$ cat config.mk
export PLATFORM = sky130hd
export DESIGN_NAME = arg_value_parser
export DESIGN_NICKNAME = d
export VERILOG_FILES = /design/src/rtl/arg_value_parser_pkg.sv /design/src/rtl/decimal_accumulator.sv /design/src/rtl/arg_value_parser.sv
export SDC_FILE = /design/constraint.sdc
export NUM_CORES = 1
export LEC_CHECK = 0
export ABC_AREA = 1
export BUFFER_PORTS_ARGS = -buffer_cell sky130_fd_sc_hd__buf_2
export CORE_ASPECT_RATIO = 2
export CORE_MARGIN = 3
export CORE_UTILIZATION = 61
export CTS_CLUSTER_SIZE = 14
export DETAILED_ROUTE_END_ITERATION = 10
export GPL_TIMING_DRIVEN = 0
export PLACE_DENSITY = 0.84
export SLEW_MARGIN = 20
export SYNTH_ARGS = -nofsm -noshare
export SYNTH_HDL_FRONTEND = slang
export SYNTH_HIERARCHICAL = 1
export SYNTH_SLANG_ARGS = --single-unit
$ cat constraint.sdc
create_clock -name clk -period 6.6 [get_ports clk]
set_input_delay 0.66 -clock clk [delete_from_list [all_inputs] [get_ports clk]]
set_output_delay 0.66 -clock clk [all_outputs]
set_load 0.05 [all_outputs]
$ cat src/rtl/arg_value_parser_pkg.sv
// Character classes shared by the argument parser and its character reader.
// A class code is either one of the CHAR_* constants below or, for letters,
// the upper-case ASCII code of the letter itself, so a title letter can be
// compared directly against the class of the character just read.
package Char_PKG;

  typedef logic [7:0] Char_t;

  localparam Char_t CHAR_NEWLINE    = 8'h0A;
  localparam Char_t CHAR_WHITESPACE = 8'h20;
  localparam Char_t CHAR_MINUS      = 8'h2D;
  localparam Char_t CHAR_DOT        = 8'h2E;
  localparam Char_t CHAR_NUM        = 8'h30;
  localparam Char_t CHAR_OTHER      = 8'h3F;

  // A number ends cleanly on a blank or at the end of the line.
  function automatic logic is_terminator(input Char_t c);
    return (c == CHAR_WHITESPACE) || (c == CHAR_NEWLINE);
  endfunction

endpackage

$ cat src/rtl/decimal_accumulator.sv
// Multiply-by-ten-and-add datapath for the decimal parser.
// The result saturates at the largest positive value representable in a
// NUM_BITS-wide signed number, and ovf reports that saturation happened.
module decimal_accumulator #(
  parameter int NUM_BITS = 16
) (
  input  logic [NUM_BITS+3:0] mag,
  input  logic [3:0]          digit,
  input  logic                mul_only,
  output logic [NUM_BITS+3:0] next_mag,
  output logic                ovf
);

  localparam int ACC_W  = NUM_BITS + 4;
  localparam int WIDE_W = ACC_W + 4;

  localparam logic [ACC_W-1:0] MAX_MAG =
    {{(ACC_W - NUM_BITS + 1){1'b0}}, {(NUM_BITS - 1){1'b1}}};

  logic [WIDE_W-1:0] wide_mag;
  logic [WIDE_W-1:0] times_ten;
  logic [WIDE_W-1:0] addend;

  // mag*10 is built as mag*8 + mag*2 in a width that cannot wrap, then clamped.
  always_comb begin
    wide_mag  = {4'b0000, mag};
    times_ten = (wide_mag << 3) + (wide_mag << 1);
    addend    = {{(WIDE_W - 4){1'b0}}, (mul_only ? 4'd0 : digit)};
    ovf       = (times_ten + addend) > {4'b0000, MAX_MAG};
    next_mag  = ovf ? MAX_MAG : times_ten[ACC_W-1:0] + addend[ACC_W-1:0];
  end

endmodule

$ cat src/rtl/arg_value_parser.sv
// Searches a character stream for a titled argument such as "X-12.5" and
// converts the number that follows into a signed fixed-point value scaled
// by 10^FRAC_DIGITS. Characters are fetched one at a time from an external
// reader through a rdy/trigger/done handshake.
module arg_value_parser
  import Char_PKG::*;
#(
  parameter int NUM_BITS    = 16,
  parameter int FRAC_DIGITS = 2,
  parameter int ROUND_EN    = 1
) (
  input  logic                clk,
  input  logic                reset,
  input  logic                clk_en,
  input  logic                trigger,
  input  Char_t               arg_title,
  input  Char_t               char_type,
  input  logic [3:0]          char_val,
  input  logic                rd_rdy,
  input  logic                rd_done,
  input  logic                is_empty,
  output logic                rd_trigger,
  output logic                rdy,
  output logic                done,
  output logic [NUM_BITS-1:0] value,
  output logic                found,
  output logic                success,
  output logic                too_big,
  output logic                term_newline
);

  localparam int ACC_W = NUM_BITS + 4;
  localparam int FC_W  = (FRAC_DIGITS > 0) ? $clog2(FRAC_DIGITS + 1) : 1;

  localparam logic [ACC_W-1:0] MAX_MAG =
    {{(ACC_W - NUM_BITS + 1){1'b0}}, {(NUM_BITS - 1){1'b1}}};
  localparam logic [FC_W-1:0] FRAC_FULL = FC_W'(FRAC_DIGITS);

  // Each fetch phase occupies four consecutive codes so that the handshake
  // steps can advance with a simple increment.
  typedef enum logic [4:0] {
    S_IDLE,
    S_TITLE_WAIT_RDY, S_TITLE_TRIGGER, S_TITLE_WAIT_DONE, S_TITLE_CHECK,
    S_SIGN_WAIT_RDY,  S_SIGN_TRIGGER,  S_SIGN_WAIT_DONE,  S_SIGN_CHECK,
    S_INT_WAIT_RDY,   S_INT_TRIGGER,   S_INT_WAIT_DONE,   S_INT_CHECK,
    S_FRAC_WAIT_RDY,  S_FRAC_TRIGGER,  S_FRAC_WAIT_DONE,  S_FRAC_CHECK,
    S_EXTRA_WAIT_RDY, S_EXTRA_TRIGGER, S_EXTRA_WAIT_DONE, S_EXTRA_CHECK,
    S_SCALE,
    S_ROUND,
    S_FINISH,
    S_DONE
  } state_t;

  state_t           state;
  logic [ACC_W-1:0] mag;
  logic [FC_W-1:0]  frac_cnt;
  logic             neg;
  logic             round_up;

  logic [ACC_W-1:0] acc_next;
  logic             acc_ovf;
  logic             scaling;
  logic             char_is_digit;
  logic             char_is_term;
  logic             frac_complete;

  // SCALE appends an implied zero digit; every other use adds char_val.
  always_comb begin
    scaling       = (state == S_SCALE);
    char_is_digit = (char_type == CHAR_NUM);
    char_is_term  = is_terminator(char_type);
    frac_complete = (frac_cnt == FRAC_FULL);
  end

  decimal_accumulator #(
    .NUM_BITS (NUM_BITS)
  ) u_accumulator (
    .mag      (mag),
    .digit    (char_val),
    .mul_only (scaling),
    .next_mag (acc_next),
    .ovf      (acc_ovf)
  );

  // Parser FSM: drives the reader handshake, accumulates digits and holds results.
  always_ff @(posedge clk or posedge reset) begin
    if (reset) begin
      state        <= S_IDLE;
      mag          <= '0;
      frac_cnt     <= '0;
      neg          <= 1'b0;
      round_up     <= 1'b0;
      rd_trigger   <= 1'b0;
      rdy          <= 1'b1;
      done         <= 1'b1;
      value        <= '0;
      found        <= 1'b0;
      success      <= 1'b0;
      too_big      <= 1'b0;
      term_newline <= 1'b0;
    end else if (clk_en) begin
      case (state)
        S_IDLE: begin
          if (trigger) begin
            mag          <= '0;
            frac_cnt     <= '0;
            neg          <= 1'b0;
            round_up     <= 1'b0;
            value        <= '0;
            found        <= 1'b0;
            success      <= 1'b0;
            too_big      <= 1'b0;
            term_newline <= 1'b0;
            rdy          <= 1'b0;
            done         <= 1'b0;
            state        <= S_TITLE_WAIT_RDY;
          end
        end

        S_TITLE_WAIT_RDY, S_SIGN_WAIT_RDY, S_INT_WAIT_RDY,
        S_FRAC_WAIT_RDY, S_EXTRA_WAIT_RDY: begin
          if (rd_rdy && !is_empty) begin
            rd_trigger <= 1'b1;
            state      <= state_t'(state + 5'd1);
          end
        end

        S_TITLE_TRIGGER, S_SIGN_TRIGGER, S_INT_TRIGGER,
        S_FRAC_TRIGGER, S_EXTRA_TRIGGER: begin
          if (!rd_rdy) begin
            rd_trigger <= 1'b0;
            state      <= state_t'(state + 5'd1);
          end
        end

        S_TITLE_WAIT_DONE, S_SIGN_WAIT_DONE, S_INT_WAIT_DONE,
        S_FRAC_WAIT_DONE, S_EXTRA_WAIT_DONE: begin
          if (rd_done) begin
            state <= state_t'(state + 5'd1);
          end
        end

        S_TITLE_CHECK: begin
          if (char_type == arg_title) begin
            found <= 1'b1;
            state <= S_SIGN_WAIT_RDY;
          end else if (char_type == CHAR_NEWLINE) begin
            term_newline <= 1'b1;
            done         <= 1'b1;
            state        <= S_DONE;
          end else begin
            state <= S_TITLE_WAIT_RDY;
          end
        end

        S_SIGN_CHECK: begin
          if (char_type == CHAR_WHITESPACE) begin
            state <= S_SIGN_WAIT_RDY;
          end else if (char_type == CHAR_MINUS) begin
            neg   <= 1'b1;
            state <= S_INT_WAIT_RDY;
          end else if (char_type == CHAR_DOT) begin
            state <= S_FRAC_WAIT_RDY;
          end else if (char_is_digit) begin
            mag <= acc_next;
            if (acc_ovf) too_big <= 1'b1;
            state <= S_INT_WAIT_RDY;
          end else begin
            if (char_type == CHAR_NEWLINE) term_newline <= 1'b1;
            done  <= 1'b1;
            state <= S_DONE;
          end
        end

        S_INT_CHECK: begin
          if (char_is_digit) begin
            mag <= acc_next;
            if (acc_ovf) too_big <= 1'b1;
            state <= S_INT_WAIT_RDY;
          end else if (char_type == CHAR_DOT) begin
            state <= S_FRAC_WAIT_RDY;
          end else if (char_is_term) begin
            if (char_type == CHAR_NEWLINE) term_newline <= 1'b1;
            state <= frac_complete ? S_ROUND : S_SCALE;
          end else begin
            done  <= 1'b1;
            state <= S_DONE;
          end
        end

        S_FRAC_CHECK: begin
          if (char_is_digit && !frac_complete) begin
            mag      <= acc_next;
            frac_cnt <= frac_cnt + FC_W'(1);
            if (acc_ovf) too_big <= 1'b1;
            state <= S_FRAC_WAIT_RDY;
          end else if (char_is_digit) begin
            round_up <= (ROUND_EN != 0) && (char_val >= 4'd5);
            state    <= S_EXTRA_WAIT_RDY;
          end else if (char_is_term) begin
            if (char_type == CHAR_NEWLINE) term_newline <= 1'b1;
            state <= frac_complete ? S_ROUND : S_SCALE;
          end else begin
            done  <= 1'b1;
            state <= S_DONE;
          end
        end

        S_EXTRA_CHECK: begin
          if (char_is_digit) begin
            state <= S_EXTRA_WAIT_RDY;
          end else if (char_is_term) begin
            if (char_type == CHAR_NEWLINE) term_newline <= 1'b1;
            state <= frac_complete ? S_ROUND : S_SCALE;
          end else begin
            done  <= 1'b1;
            state <= S_DONE;
          end
        end

        S_SCALE: begin
          mag      <= acc_next;
          frac_cnt <= frac_cnt + FC_W'(1);
          if (acc_ovf) too_big <= 1'b1;
          if ((frac_cnt + FC_W'(1)) == FRAC_FULL) begin
            state <= S_ROUND;
          end
        end

        S_ROUND: begin
          if (round_up) begin
            if (mag >= MAX_MAG) begin
              mag     <= MAX_MAG;
              too_big <= 1'b1;
            end else begin
              mag <= mag + ACC_W'(1);
            end
          end
          state <= S_FINISH;
        end

        S_FINISH: begin
          value   <= neg ? (~mag[NUM_BITS-1:0] + NUM_BITS'(1)) : mag[NUM_BITS-1:0];
          success <= 1'b1;
          done    <= 1'b1;
          state   <= S_DONE;
        end

        S_DONE: begin
          rdy   <= 1'b1;
          state <= S_IDLE;
        end

        default: begin
          rd_trigger <= 1'b0;
          rdy        <= 1'b1;
          done       <= 1'b1;
          state      <= S_IDLE;
        end
      endcase
    end
  end

endmodule

Yosys cells after proc, flatten, opt, wreduce, memory -nomap -nowiden
Index checks and enable logic that the tools add are counted.

Register bits: 52. Bits of input ports: 27. Output and inout bits: 23. Logic and storage cells: 192.

Add/subtract/negate cells: 7. Magnitude comparators: 3. Eq/ne operators: 52. Mux-type cells: 82. Bitwise operators: 4. Reductions and logical operators: 31.

Operators with widths (count): $mux 20 (9); $pmux 20 s6 (1); $mux 5 (14); $pmux 5 s12 (1); $eq 5x5->1 const B (9); $eq 5x4->1 const B (8); $ne 2x2->1 const B (20); $mux 1 (38); $eq 8x6->1 const B (4); $mux 16 (2); $pmux 16 s2 (1); $add 23x21->24 (1); $add 24x4->24 (1); $gt 24x15->1 const B (1); $reduce_or 23->1 (1); $add 20x1->20 const B (1); $add 20x4->20 (1); $eq 5x3->1 const B (4); $ge 20x15->1 const B (1); $reduce_or 18->1 (1); $add 16x1->16 const B (1); $not 16->16 (1); $reduce_or 15->1 (1); $reduce_or 5->1 (3); 31 further kinds (54).

Logic depth before layout (Yosys ltp)
Gate-level depths: netlist of run 1.

Depth in word-level cells: 10. Gate-level depth with buffers: 30. Gate-level depth less buffers: 28.

Modules after synthesis
Netlist of run 1, hierarchy kept.

By module, submodules not included: arg_value_parser (times used 1, cells each 645, area each 4117.7 um^2, sequential area each 1303.8 um^2); decimal_accumulator (times used 1, cells each 445, area each 2407.3 um^2, sequential area each 0.0 um^2).

Worst setup path after synthesis of run 1
OpenSTA, ideal clock, no wires.

Path type: register -> register. From: reg state[3]. To: reg too_big. Library setup time: 122 ps. Arrival: 3197 ps. Path slack: 3281 ps. Cell stages (with the launch flop): 29. Buffers on the path: 2. Clock period less this slack: 3319 ps. Cells stage by stage: dfrtp_1 buf_4 inv_2 nand2_2 nor2_2 nand2_1 inv_1 nor2_1 ha_1 nand3_1 nand3_1 nand2_1 nor2_1 nand3_2 nor2_2 nand4_4 nor2_1 nand2_1 nand2_1 nand2_1 nor2_2 nand2_2 nor2_4 buf_6 nand2_1 o21ai_0 nand2_1 nand2_1 nand2_1.

Word-level cells in the longest chain between the ends: 10.

Ends and longest elaborated chain: start: declaration (RTL line arg_value_parser.sv:54) `state_t state;`; start signal: assignment (RTL line arg_value_parser.sv:124) `state <= state_t'(state + 5'd1);`; start signal: assignment (RTL line arg_value_parser.sv:132) `state <= state_t'(state + 5'd1);`; start signal: assignment (RTL line arg_value_parser.sv:139) `state <= state_t'(state + 5'd1);`; $eq 5x5->1 * (RTL line arg_value_parser.sv:69) `scaling = (state == S_SCALE);`; net scaling (RTL line arg_value_parser.sv:62) `logic scaling;`; $mux 4 * (RTL line decimal_accumulator.sv:28) `addend = {{(WIDE_W - 4){1'b0}}, (mul_only ? 4'd0 : digit)};`; $add 24x4->24 * (RTL line decimal_accumulator.sv:29) `ovf = (times_ten + addend) > {4'b0000, MAX_MAG};`; $gt 24x15->1 * (RTL line decimal_accumulator.sv:29); net acc_ovf (RTL line arg_value_parser.sv:61) `logic acc_ovf;`; $mux 1 *; $mux 1 (4 in series); $pmux 1 s6 * (RTL line arg_value_parser.sv:102) `case (state)`; end signal: assignment (RTL line arg_value_parser.sv:99) `too_big <= 1'b0;`; end signal: assignment (RTL line arg_value_parser.sv:112) `too_big <= 1'b0;`; end signal: assignment (RTL line arg_value_parser.sv:166) `if (acc_ovf) too_big <= 1'b1;`; end: declaration (RTL line arg_value_parser.sv:28) `output logic too_big,`.

The timed path passes the listed nets; every way through them passes the cells marked *. The select of a mux whose other input is x is not followed. A chain may end at the register's enable or synchronous reset.

Worst setup path after layout of run 1
Same ends and word-level chain as after synthesis.

==> results of run 1 <==
-- area by class of cell --
cell class	count	area [um^2]	area share, %
tap	135	169	2.37
timing repair buffer	50	265	3.71
multi-input combinational	864	4460	62.5
buffer	23	188	2.63
clock buffer	6	129	1.80
inverter	155	588	8.23
clock inverter	2	38.8	0.543
sequential	52	1300	18.3
-- cells by family after synthesis --
logic type / Yosys count
AOI/OAI and AO/OA: 107
xor gates and xnor gates: 23
adders and majority gates: 32
buffers and inverters: 178
DFF: 52
other: 1
and+or+nand+nor: 697
-- where the power goes --
group	internal, mW	switching, mW
clock	0.181	0.124
sequential	0.406	0.139
combinational	0.819	1.66
-- routing by layer --
metal / global-route usage (%) / vias to the layer above / share of wire (%)
li1: - / 3543 / -
met1: 28.4 / 3197 / 31
met2: 65.1 / 253 / 55
met3: 3.14 / 137 / 2.9
met4: 30.3 / 0 / 11
met5: 0 / - / 0
-- final timing paths --
path	from	to	slack, ns
max in group asynchronous	reset	done$_DFFE_PP1P_	5.59
setup reg to reg	state[3]$_DFFE_PP0P_	too_big$_DFFE_PP0P_	2.69
min in group clk	done$_DFFE_PP1P_	done$_DFFE_PP1P_	0.48
hold / removal	reset	state[1]$_DFFE_PP0P_	0.40
setup / recovery	state[3]$_DFFE_PP0P_	too_big$_DFFE_PP0P_	2.69
hold reg to reg	done$_DFFE_PP1P_	done$_DFFE_PP1P_	0.48
-- metrics by stage --
| step | util (%) | instance area (um^2) |
|---|---|---|
| 6_report | 69.5 | 7140 |
| 3_3_place_gp | 67.6 | 6950 |
| 3_5_place_dp | 67.8 | 6970 |
| 4_1_cts | 69.5 | 7140 |
| 2_1_floorplan | - | 6540 |
| 5_1_grt | 69.5 | 7140 |
-- flip-flops by register name, summed over array words and instances, names as in the netlist --
| name | flops |
|---|---|
| success | 1 |
| value | 16 |
| found | 1 |
| term_newline | 1 |
| neg | 1 |
| state | 5 |
| done | 1 |
| mag | 20 |
| frac_cnt | 2 |
| too_big | 1 |
| round_up | 1 |
| rd_trigger | 1 |
| rdy | 1 |
-- layout by cell type, fill, tap and decap left out, drive strengths merged, types with 14 or more instances in the layout --
cell type and count:
inv 155, nand3 104, dfrtp 50, a21oi 31, o21ai 66, ha 30, nor2 109, nand4 18
xor2 14, buf 72, nand2 444, nor3 14
-- critical path, delay by kind of cell (launching register included) --
family | cells | cell delay, ns
flops | 1 | 0.36
simple gates | 22 | 2.35
buf+inv | 4 | 0.59
compound gates | 1 | 0.14
fa+ha+maj | 1 | 0.34
==> results.json, run 1 <==
{
  "fmax_mhz": 256,
  "cts.path.max_buffers": 2,
  "hold_viol_final": 0,
  "p_per_area_nw_per_um2": 467,
  "synth.largest_area_cell": "nand2_1",
  "synth_top_family_by_area": "simple AND/OR/NAND/NOR gates",
  "antenna_cells": 0,
  "skew_ns": 0.00541,
  "cts_root_buf": "clkbuf_16",
  "fillers": 1013,
  "drv_cap": 0,
  "setup_slack_ns": 2.69,
  "post_cts_resized": 0,
  "fin_nets": 1210,
  "synth_common_cells": "402 x nand2_1, 141 x inv_1, 82 x nand3_1, 82 x nor2_1, 50 x dfrtp_1",
  "place_ws_ns": 2.74,
  "fin_setup_tns_ns": 0,
  "drive_above_1_share_pct": 17.9,
  "cts_hold_buf": 0,
  "antenna_found_initial": 0,
  "num_vias": 7130,
  "min_path_type": "in2async",
  "synth_seq_cells": 52,
  "path_max_fanout": 10,
  "firstDrtPassIters": 4,
  "cp-start-kind": "flop",
  "arrival_ns": 4.09,
  "die_area_um2": 12000,
  "synth_cells": 1090,
  "synthAdderAreaFrac_pct": 6.37,
  "cts_tree": "done",
  "max_stage_delay_ns": 0.36,
  "drtIter0Drc": 431,
  "synthMuxAreaShare_pct": 0,
  "yosys_warnings": 6,
  "synth_compound_area_share_pct": 9.34,
  "htreeDepth": 2,
  "synth_top_area_share_pct": 23.1,
  "postCtsSetupBuffers": 0,
  "synth-xor-area-share_pct": 3.09,
  "initial_utilization_pct": 63.5,
  "yosysMostFrequentCell": "nand2_1",
  "postSynthAreaPerCell_um2": 5.99,
  "syn_area_um2": 6530,
  "grt_pass1_vias": 7072,
  "dp_cells": 1279,
  "cts_inserted_buffers": 5,
  "crit_type": "reg2reg",
  "worst_slew_pin_slew_ns": 0.536,
  "core-area_um2": 10300,
  "reg2regPathDepth": 28,
  "rsz0062_at_grt": "false",
  "synth.area.top_cells": "nand2_1 23%, dfrtp_1 19%, inv_1 8.1%",
  "clock_sinks": 52,
  "synth_edf_count": 0,
  "end_kind": "flop",
  "final_cells": 1287,
  "slowest_stage": "dfrtp_1",
  "grt_pass1_wl_um": 32200,
  "track_usage_pct": 33.8,
  "io_pins": 50,
  "total_leakage_power_nw": 3.96,
  "cpMostUsedCell": "nand2_1",
  "dp_hpwl_um": 16500,
  "syn_to_final_growth_pct": 9.45,
  "yosys.area_share.simple_pct": 49.3,
  "finalSetupViolations": 0,
  "period_needed_ns": 3.91,
  "ys_types": 45,
  "viasPerCell": 5.54,
  "gp_congestion": 0.982,
  "outcome": "finished clean",
  "gr-total-overflow": 0,
  "clk_pin_slew_ns": 0.07,
  "timing.final.crit_share_pct": 59.2,
  "power_mw": 3.33,
  "die_w_um": 79.1,
  "ant_nets": 0,
  "port_buffers": 49,
  "cp.required_ns": 6.79,
  "grt_start_max_net_pins": 29,
  "vdd_drop_max_v": 0.000348,
  "drc_errors": 0,
  "clkLatencyLatePin_ns": 0.29,
  "die_y_um": 152,
  "maxSlewHeadroom_pct": 64.2,
  "async_flop_share_pct": 100,
  "post_drt_wl_per_cell_um": 15.4,
  "rows": 52,
  "hold_slack_ns": 0.401,
  "synth_flop_cell": "dfrtp_1",
  "maxSlewViolCount": 0,
  "seq_area_frac_synth_pct": 20.0,
  "wl_um": 19800
}
Note: power is estimated with default switching activity, not from simulation.
==> run 2: changes to the inputs <==
Settings changed: ABC_AREA 1 to 0, CORE_UTILIZATION 61 to 56, PLACE_DENSITY 0.84 to 0.81.
Clock period 6.6 ns to 3.4 ns, I/O delays scaled along.
==> run 2 against run 1 <==
Effect of this change:
- via count shrank 8.1%
- final area down 2.5%
- core utilization decreased by 1.3 points
- die area decreased by 1.6%
- register-to-register slack worse by 3.5 ns
- first-iteration DRC count grew 39%
- the flow now finishes with violations (negative setup slack)
- combinational power rose by 53%
- critical path depth down 12
==> results.json, run 2 <==
{
  "postSynthAreaPerCell_um2": 7.72,
  "yosys_warnings": 6,
  "grt_start_max_net_pins": 31,
  "max_stage_delay_ns": 0.51,
  "crit_type": "reg2reg",
  "cp-startpoint": "mag[0]$_DFFE_PP0P_",
  "period_needed_ns": 4.21,
  "met3_usage_pct": 4.29,
  "cp-start-kind": "flop",
  "grt_busiest_layer": "met2",
  "fin_nets": 908,
  "grtUsageMet2_pct": 63.1,
  "reg_top3": "mag: 20 flops, value: 16 flops, state: 5 flops",
  "timing.rr.start": "mag[0]$_DFFE_PP0P_",
  "maxSlewViolCount": 0,
  "clock_sinks": 52,
  "fillers": 873,
  "largest_reg_flops": 20,
  "outcome": "complete, but fails checks",
  "maxSlewHeadroom_pct": 43.9,
  "cpMostUsedCell": "buf_4",
  "fmax_mhz": 238,
  "die_w_um": 78.5,
  "crit_buf_inv": 3,
  "cp_top_family": "compound AO/OA/AOI/OAI gates",
  "cp.required_ns": 3.61,
  "num_vias": 6549,
  "io_pins": 50,
  "clkLatencyLatePin_ns": 0.29,
  "worst_slew_pin_slew_ns": 0.834,
  "yosysMostFrequentCell": "nand2_1",
  "failed_checks": "negative setup slack",
  "total_leakage_power_nw": 2.99,
  "dp_hpwl_um": 15100,
  "p_per_area_nw_per_um2": 768,
  "synth_common_cells": "70 x nand2_1, 68 x a21oi_1, 60 x nand3_1",
  "synth_edf_count": 0,
  "synth.area.top_cells": "dfrtp_1 21%, ha_1 6.4%, a21oi_1 5.8%",
  "synth_top_area_share_pct": 21.2,
  "firstDrtPassIters": 6,
  "rows": 52,
  "timing.final.crit_share_pct": 124,
  "viasPerCell": 6.65,
  "finalSetupViolations": 16,
  "post_drt_wl_per_cell_um": 20.4,
  "final_util_pct": 68.2,
  "ant_nets": 0,
  "end_kind": "flop",
  "final_common_cell": "nand2_1",
  "die_y_um": 151,
  "vdd_drop_max_v": 0.000363,
  "seq_area_frac_synth_pct": 22.1,
  "core-area_um2": 10200,
  "path_max_fanout": 10,
  "cts.path.max_buffers": 2,
  "hold_viol_final": 0,
  "antenna_found_initial": 0,
  "grt_use_met1_pct": 30.3,
  "antenna_cells": 0,
  "synth_flop_cell": "dfrtp_1",
  "crit_chain": "ha_4 > fa_2 > a21o_1 > a221oi_4 > o21ai_2 > or4b_4 > a311oi_4 > nand3_2 > o31a_1 > o2111a_2 > buf_8 > buf_4 > o211ai_2 > nand2_2 > buf_4 > a31oi_1",
  "syn_to_final_growth_pct": 18.2,
  "rsz0062_at_grt": "true",
  "skew_ns": 0.00479,
  "die_area_um2": 11900,
  "async_flop_share_pct": 100,
  "grt_pass1_wl_um": 31200,
  "min_path_type": "in2async",
  "drv_cap": 0,
  "drive_above_1_share_pct": 21.6,
  "initial_utilization_pct": 57.7,
  "gr-total-overflow": 0,
  "wl_um": 20100,
  "grt_pass1_vias": 6460,
  "drc_errors": 0,
  "track_usage_pct": 33.3,
  "gp_congestion": 0.976,
  "cts_inserted_buffers": 5,
  "drtIter0Drc": 600,
  "cts_root_buf": "clkbuf_16",
  "syn_area_um2": 5890,
  "ys_types": 83,
  "synth_seq_cells": 52,
  "synth.largest_area_cell": "dfrtp_1",
  "clk_pin_slew_ns": 0.07,
  "regMostFlops": "mag",
  "htreeDepth": 2,
  "setup_slack_ns": -0.807,
  "cts_tree": "done",
  "arrival_ns": 4.42,
  "final_cell_mix": "65 x nand2_1, 63 x buf_2, 59 x a21oi_1",
  "synth_cells": 763,
  "cts_hold_buf": 0,
  "power_mw": 5.35,
  "port_buffers": 48,
  "slowest_stage": "or4b_4"
}
[run 2: worst paths after layout]
| kind | endpoint | slack, ns | cells past startpoint |
|---|---|---|---|
| setup / recovery | mag[8]$_DFFE_PP0P_ | -0.81 | 16 |
| hold / removal | found$_DFFE_PP0P_ | 0.07 | 2 |
| setup reg to reg | mag[8]$_DFFE_PP0P_ | -0.81 | 16 |
| hold reg to reg | success$_DFFE_PP0P_ | 0.48 | 2 |
| max in group asynchronous | mag[11]$_DFFE_PP0P_ | 2.78 | 3 |
| min in group clk | round_up$_DFFE_PP0P_ | 0.43 | 3 |
[run 2: per-layer routing]
layer | wire [um] | vias to the layer above
li1 | - | 2990
met1 | 6480 | 3077
met2 | 10700 | 341
met3 | 923 | 141
met4 | 1960 | 0
met5 | 0 | -
[run 2: area by class of cell]
class / instances / area [um^2] / share of cell area [%]
Buffer: 61 / 330 / 4.74
Clock buffer: 6 / 129 / 1.85
Clock inverter: 2 / 38.8 / 0.557
Inverter: 21 / 78.8 / 1.13
Multi-Input combinational cell: 631 / 4420 / 63.4
Sequential cell: 52 / 1310 / 18.9
Tap cell: 135 / 169 / 2.43
Timing Repair Buffer: 77 / 490 / 7.04
[run 2: through the flow]
step           setup WS [ns]  hold WS [ns]  instance area (um^2)  std cells  TNS [ns]
2_1_floorplan         -0.566         0.471                  5940        767     -7.14
3_3_place_gp           -1.03         0.458                  6350        950    -14.54
3_5_place_dp           -1.13         0.399                  6370        951    -15.99
4_1_cts               -0.704        0.0875                  6820        979    -10.36
5_1_grt               -0.961        0.0999                  6970        985    -14.39
6_report              -0.807        0.0659                  6970        985    -11.57
[run 2: logic make-up (layout without fill, tap and decap cells)]
logic type | Yosys count | after routing | synth area share, %
buf+inv | 84 | 167 | 6.86
compound gates | 245 | 245 | 28.8
xor+xnor | 53 | 53 | 7.88
other cells | 1 | 5 | 0.0637
flops | 52 | 52 | 22.1
fa+ha+maj | 32 | 32 | 7.05
simple gates | 290 | 290 | 26.2
mux | 6 | 6 | 1.04
[run 2: where the power goes]
part	switching, mW	total, mW	internal [mW]	leakage, nW
sequential	0.217	0.973	0.756	0.683
clock	0.239	0.590	0.351	0.0815
combinational	2.36	3.79	1.43	2.22
[run 2: timing repair]
action,4_1_cts,5_1_grt
setup endpoints to repair,16,16
buffers inserted,21,6
pin swaps,18,10
gates resized for setup,28,23
gates cloned,1,0
